### src/rtl/ram_pkg.sv
// Shared types and helpers for the byte-enable dual-port RAM and its clear sequencer.
package ram_pkg;

    typedef enum logic {ST_CLEAR, ST_RUN} ram_state_t;

    localparam int BYTE_W = 8;

    function automatic int lane_count(input int m);
        return m / BYTE_W;
    endfunction

endpackage

### src/rtl/ram_clear_fsm.sv
// Post-reset clear sequencer: walks every address once, writing zero, then parks in ST_RUN.
// Only instantiated when RAM_CLEAR_EN is defined.
module ram_clear_fsm
    import ram_pkg::*;
#(
    parameter int N = 6
) (
    input  logic         clk,
    input  logic         rst_n,
    output logic         busy,
    output logic         clr_we,
    output logic [N-1:0] clr_adr
);

    localparam logic [N-1:0] CNT_ONE = 1;
    localparam logic [N-1:0] CNT_MAX = '1;

    ram_state_t   state, state_nxt;
    logic [N-1:0] cnt, cnt_nxt;

    always_ff @(posedge clk or negedge rst_n) begin
        if (!rst_n) begin
            state <= ST_CLEAR;
            cnt   <= '0;
        end else begin
            state <= state_nxt;
            cnt   <= cnt_nxt;
        end
    end

    // busy follows the registered state, so it falls on the same edge that writes the last word
    always_comb begin
        state_nxt = state;
        cnt_nxt   = cnt;
        busy      = 1'b0;
        clr_we    = 1'b0;
        case (state)
            ST_CLEAR: begin
                busy    = 1'b1;
                clr_we  = 1'b1;
                cnt_nxt = cnt + CNT_ONE;
                if (cnt == CNT_MAX) begin
                    state_nxt = ST_RUN;
                end
            end
            ST_RUN: begin
                state_nxt = ST_RUN;
            end
            default: begin
                state_nxt = ST_CLEAR;
                cnt_nxt   = '0;
            end
        endcase
    end

    assign clr_adr = cnt;

endmodule

### src/rtl/ram_dp_be.sv
// Simple-dual-port RAM, one clock: byte-enabled write port, registered write-first read port.
// Define RAM_CLEAR_EN to zero the whole array after reset before traffic is accepted.
module ram_dp_be
    import ram_pkg::*;
#(
    parameter int N = 6,
    parameter int M = 32
) (
    input  logic                     clk,
    input  logic                     rst_n,
    input  logic                     we,
    input  logic [lane_count(M)-1:0] be,
    input  logic [N-1:0]             wadr,
    input  logic [M-1:0]             din,
    input  logic                     re,
    input  logic [N-1:0]             radr,
    output logic [M-1:0]             dout,
    output logic                     dout_valid,
    output logic                     busy
);

    localparam int B     = lane_count(M);
    localparam int DEPTH = 2 ** N;

    logic [M-1:0] mem [DEPTH];
    logic         clr_we;
    logic [N-1:0] clr_adr;
    logic         wr_en;
    logic         rd_en;
    logic [M-1:0] rd_word_p0;

`ifdef RAM_CLEAR_EN
    ram_clear_fsm #(
        .N (N)
    ) u_clear_fsm (
        .clk     (clk),
        .rst_n   (rst_n),
        .busy    (busy),
        .clr_we  (clr_we),
        .clr_adr (clr_adr)
    );
`else
    assign busy    = 1'b0;
    assign clr_we  = 1'b0;
    assign clr_adr = '0;
`endif

    assign wr_en = we & ~busy;
    assign rd_en = re & ~busy;

    // Array carries no reset; the clear sweep owns the write port while busy
    always_ff @(posedge clk) begin
        if (clr_we) begin
            mem[clr_adr] <= '0;
        end else if (wr_en) begin
            for (int i = 0; i < B; i++) begin
                if (be[i]) begin
                    mem[wadr][i*BYTE_W +: BYTE_W] <= din[i*BYTE_W +: BYTE_W];
                end
            end
        end
    end

    // Write-first bypass: enabled lanes of a same-address write override the stored word
    always_comb begin
        rd_word_p0 = mem[radr];
        for (int i = 0; i < B; i++) begin
            if (wr_en && be[i] && (wadr == radr)) begin
                rd_word_p0[i*BYTE_W +: BYTE_W] = din[i*BYTE_W +: BYTE_W];
            end
        end
    end

    // Read stage boundary: dout holds its value when no read is accepted
    always_ff @(posedge clk or negedge rst_n) begin
        if (!rst_n) begin
            dout       <= '0;
            dout_valid <= 1'b0;
        end else begin
            dout_valid <= rd_en;
            if (rd_en) begin
                dout <= rd_word_p0;
            end
        end
    end

endmodule
### config.mk
export PLATFORM = sky130hd
export DESIGN_NAME = ram_dp_be
export DESIGN_NICKNAME = d
export VERILOG_FILES = /design/src/rtl/ram_pkg.sv /design/src/rtl/ram_clear_fsm.sv /design/src/rtl/ram_dp_be.sv
export SDC_FILE = /design/constraint.sdc
export NUM_CORES = 2
export LEC_CHECK = 0
export CELL_PAD_IN_SITES_DETAIL_PLACEMENT = 0
export CELL_PAD_IN_SITES_GLOBAL_PLACEMENT = 1
export CORE_MARGIN = 2
export CORE_UTILIZATION = 50
export CTS_CLUSTER_DIAMETER = 150
export DETAILED_ROUTE_END_ITERATION = 8
export HOLD_SLACK_MARGIN = 0.02
export PLACE_DENSITY_LB_ADDON = 0.1
export REMOVE_ABC_BUFFERS = 1
export SETUP_SLACK_MARGIN = 0.05
export SKIP_LAST_GASP = 1
export SYNTH_ARGS = -nofsm -noshare
export SYNTH_HDL_FRONTEND = slang
export SYNTH_SLANG_ARGS = --single-unit
### constraint.sdc
create_clock -name clk -period 1.55 [get_ports clk]
set_input_delay 0.31 -clock clk [delete_from_list [all_inputs] [get_ports clk]]
set_output_delay 0.31 -clock clk [all_outputs]
set_load 0.005 [all_outputs]
# Word level (Yosys, flattened, before mapping)
# Memory sizes are Yosys's and may differ from the RTL's. A register that Yosys moved wholly into a read port is not among the register bits.
# Cells that the tools add are included.
[word_totals]
ram_bits = 2048
register_bits = 1
n_memories = 1
elab_cells = 15
input_bits = 52
[memory_table]
columns = ["name", "words", "width", "rd", "rd_clocked_by_memory_dff", "write_ports", "line_no", "rtl"]
rows = [
  ["mem", 64, 32, 1, 1, 1, "ram_dp_be.sv:25", "logic [M-1:0] mem [DEPTH];"],
]
[op_classes]
reduce_logical = 1
mux = 12
[op_table]
columns = ["op", "n"]
rows = [
  ["1-bit 2-to-1 mux", 12],
  ["1-bit zero test", 1],
]

# Longest topological paths before layout
[depth]
word_depth = 3
ltp_mapped = 9
ltp_nobuf = 5

# Least setup slack after synthesis
# Ideal clock, no wire load.
[synth_path]
kind = "input -> register"
start = "input radr[0]"
end = "register dout[13], read port of mem"
arrival_ps = 2034
slack_ps = -625
cell_stages = 8
n_path_buf = 3
setup_ps = 141
t_required_ps = 1409
path_cell_list = "buf_6 > buf_2 > buf_2 > mux4_2 > a22oi_1 > a21oi_1 > o41ai_1 > a31oi_1"
[synth_rtl]
columns = ["item", "line_no", "rtl"]
rows = [
  ["start, declared", "ram_dp_be.sv:16", "input logic [N-1:0] radr,"],
  ["end, declared", "ram_dp_be.sv:17", "output logic [M-1:0] dout,"],
]

==> summary.txt <==
Gr ovfl total - 0
Starting Density - 50.4%
CP Cell Sequence - mux4_2 > a22oi_2 > buf_4 > a21oi_4 > o41ai_4 > a31oi_1
TritonCTS clock tree - yes
Clock latency on the worst-skew pair - 0.85 ns
Worst endpoint required time - 2.23 ns
Clock power frac - 41.6%
Logic pwr share - 6.2%
Post-Syn Area - 0.0798 sq mm
Clock buffer depth - 3
Synth-to-layout area growth - 24.1%
Int Pwr - 94,100 uW
Status - complete, but fails checks
Final setup TNS - -15.86 ns
Post-synth cell types - 32
DP Worst Slack - -1.38 ns
DRT iter0 DRCs - 4,815
Crit. path cell count - 6
Vias post-DR - 41.5k
Critical path buffer and inverter count - 1
Number of fill cells - 10.7k
Reg2Reg Depth - 6
Root Buffer - clkbuf_16
Die area - 0.163 sq mm
Final setup vio count - 65
I/O Pins - 86
Arr. time, crit path - 2.61 ns
Via/cell ratio - 6.08
Failing checks - negative setup slack
Minimum clock period - 1.93 ns
Final Cycle Share - 125%
Reg2reg setup slack - -0.38 ns
LEAKAGE - 0.0320 uW
Post-route setup slack - -0.382 ns
# nets final - 4,630
PortBufs - 84
Max Clk Rate - 518 MHz
Worst Clk Skew - 0.0342 ns
Vias in the first global route - 43.1k
Seq cells post-synth - 2,081
FP Rows - 146
Core box area - 0.158 sq mm
Largest net degree at the start of global routing - 66
N_diodes - 0
Drt drc - 0
Hold WC Path Type - in -> reg
Final Slew Violations - 0
Depth of the worst hold-timing path - 3
Maxcap violations - 0
CTS Buf Count - 207
Fin. Hold Viols - 0
Worst vdd ir - 1.07 mV
Slew margin rel. - 54.5%
Power consumption - 120,000 uW
Critical-path top delay cell - mux4_2
Psw - 25,400 uW
Layout cells sized above 1 - 43.7%
Pwr dens - 1210 mW/mm^2
WL/cell - 31.1 um
DIE HEIGHT - 404 um
Synth warn - 0
RSZ-0062 raised after global routing - true
DPL Wire Length - 144,000 um
Synth Instances - 3,717
Antenna-violating nets left - 0
H-tree depth - 4
Mean post-synth cell area - 21.5 sq um
First-pass DRT Iterations - 6
Initial antenna violation count - 2
Die W - 404 um
Final WL - 212,000 um
RePlAce Congestion - 0.908
Register area share after synthesis - 78.1%
Max stage delay on crit path - 0.49 ns
Clock slew at reported path FFs - 0.06 ns
CP top delay family - compound AO/OA/AOI/OAI gates
WS Path Type - reg -> reg
Crit Path Max Fanout - 1
Clock tree sinks - 2,081
CP Capture Type - flip-flop
Sw Share - 21.3%
Least-Margin Pin Slew - 0.683 ns
First-pass GRT wire length - 303,000 um
Startpoint types - flip-flop
Flop pwr share - 52.2%
GR Util All Layers - 26.2%
-- tightest hold or removal path, stage by stage --
cell and delay [ns]:
dlygate4sd3_1 0.53, buf_4 0.18, a2111oi_1 0.09
-- timing repair --
action                                  CTS  global route
endpoints found under the hold margin  1033             0
resized for setup                       498           212
hold buffers                             35             0
buffers inserted                         11             5
cloned                                    0             2
setup endpoints to repair              1259          1662
pin swaps                               189            61
-- layout by cell type (no fill, tap or decap), types with 32 or more instances in the layout --
master,Yosys,routed
mux4_2,512,512
a21oi_1,124,32
clkbuf_1,123,49
a21oi_2,0,72
a22oi_1,248,89
buf_6,14,114
dlygate4sd3_1,0,35
nor2_2,0,61
clkbuf_16,0,211
nand2_2,0,34
nand2_1,104,60
nor2_1,292,221
a22oi_2,0,159
clkinv_1,0,40
edfxtp_1,2048,2048
buf_12,0,136
buf_4,9,522
buf_2,49,58
clkinv_2,0,39
-- synth_stat cells --
cell	count	share of area [%]
buf_2	49	0.31
or2_2	2	0.016
and3b_1	4	0.044
or3_1	4	0.031
xnor2_1	6	0.066
clkbuf_1	123	0.58
mux2i_1	8	0.10
o41ai_2	4	0.082
conb_1	1	0.0047
nand2b_1	4	0.031
a31oi_1	31	0.24
nand4_1	1	0.0078
buf_4	9	0.085
o41ai_1	27	0.30
buf_6	14	0.20
o311ai_0	2	0.022
edfxtp_1	2048	77
dfrtp_1	33	1.0
nor2_1	292	1.4
and2_1	1	0.0078
nor2b_1	2	0.016
buf_1	42	0.20
nor3b_1	6	0.056
and3_1	2	0.016
a21oi_1	124	0.78
nor3_1	8	0.050
nand2_1	104	0.49
a22oi_1	248	2.3
o22ai_1	4	0.031
inv_1	1	0.0047
a2111oi_1	1	0.013
mux4_2	512	14
-- power by group through the flow --
stage,clock (uW),combinational [uW],sequential (uW)
floorplan,0,2340,63400
global placement,0,6650,63500
detailed placement,0,6780,63500
CTS,50600,7250,62400
global route,52700,7810,62300
finish,49800,7400,62400
-- area by class of cell --
type	count	area, sq um	area share, %
multi-input combinational	1398	18400	18.6
clock inverter	121	1300	1.31
timing repair buffer	889	8900	8.98
sequential	2081	62300	62.9
tap	2072	2590	2.62
inverter	1	3.75	0.00379
clock buffer	265	5510	5.56
-- per-stage QoR --
stage          area, sq um  utilization (%)  std cells  hold slack (ns)
2_1_floorplan        78700                -       3480           0.0144
3_3_place_gp         89600             56.6       6410            0.344
3_5_place_dp         89600             56.6       6410            0.345
4_1_cts              98200             62.0       6825            0.246
5_1_grt              99100             62.6       6827            0.305
6_report             99100             62.6       6827            0.316
-- cells by family (layout without fill, tap and decap cells) --
family	Yosys count	after routing	share of synthesized area (%)
other	1	1	0.00470
XOR/XNOR	6	6	0.0658
buffers and inverters	238	1276	1.37
flip-flops	2081	2081	78.1
multiplexers	520	520	14.5
AO/OA/AOI/OAI	441	441	3.80
AND/OR/NAND/NOR	430	430	2.14
-- per-layer routing --
metal	global-route usage [%]	share of wire, %	vias up
met5	0	0	-
met4	9.17	3.2	0
met3	4.87	7.5	336
met2	42.4	49	1693
met1	36.2	40	22119
li1	-	-	17381
-- worst paths after layout --
kind,startpoint,endpoint
min,re,dout[3]
max in group asynchronous,rst_n,dout[27]
max,mem[29][27],dout[27]
min reg2reg,dout[10],dout[10]
min in group asynchronous,rst_n,dout[14]
max reg2reg,mem[29][27],dout[27]
-- sequential cells by signal, summed over array words and instances, names as in the netlist --
signal / count
dout_valid: 1
mem: 2048
dout: 32
Note: power is estimated with default switching activity, not from simulation.
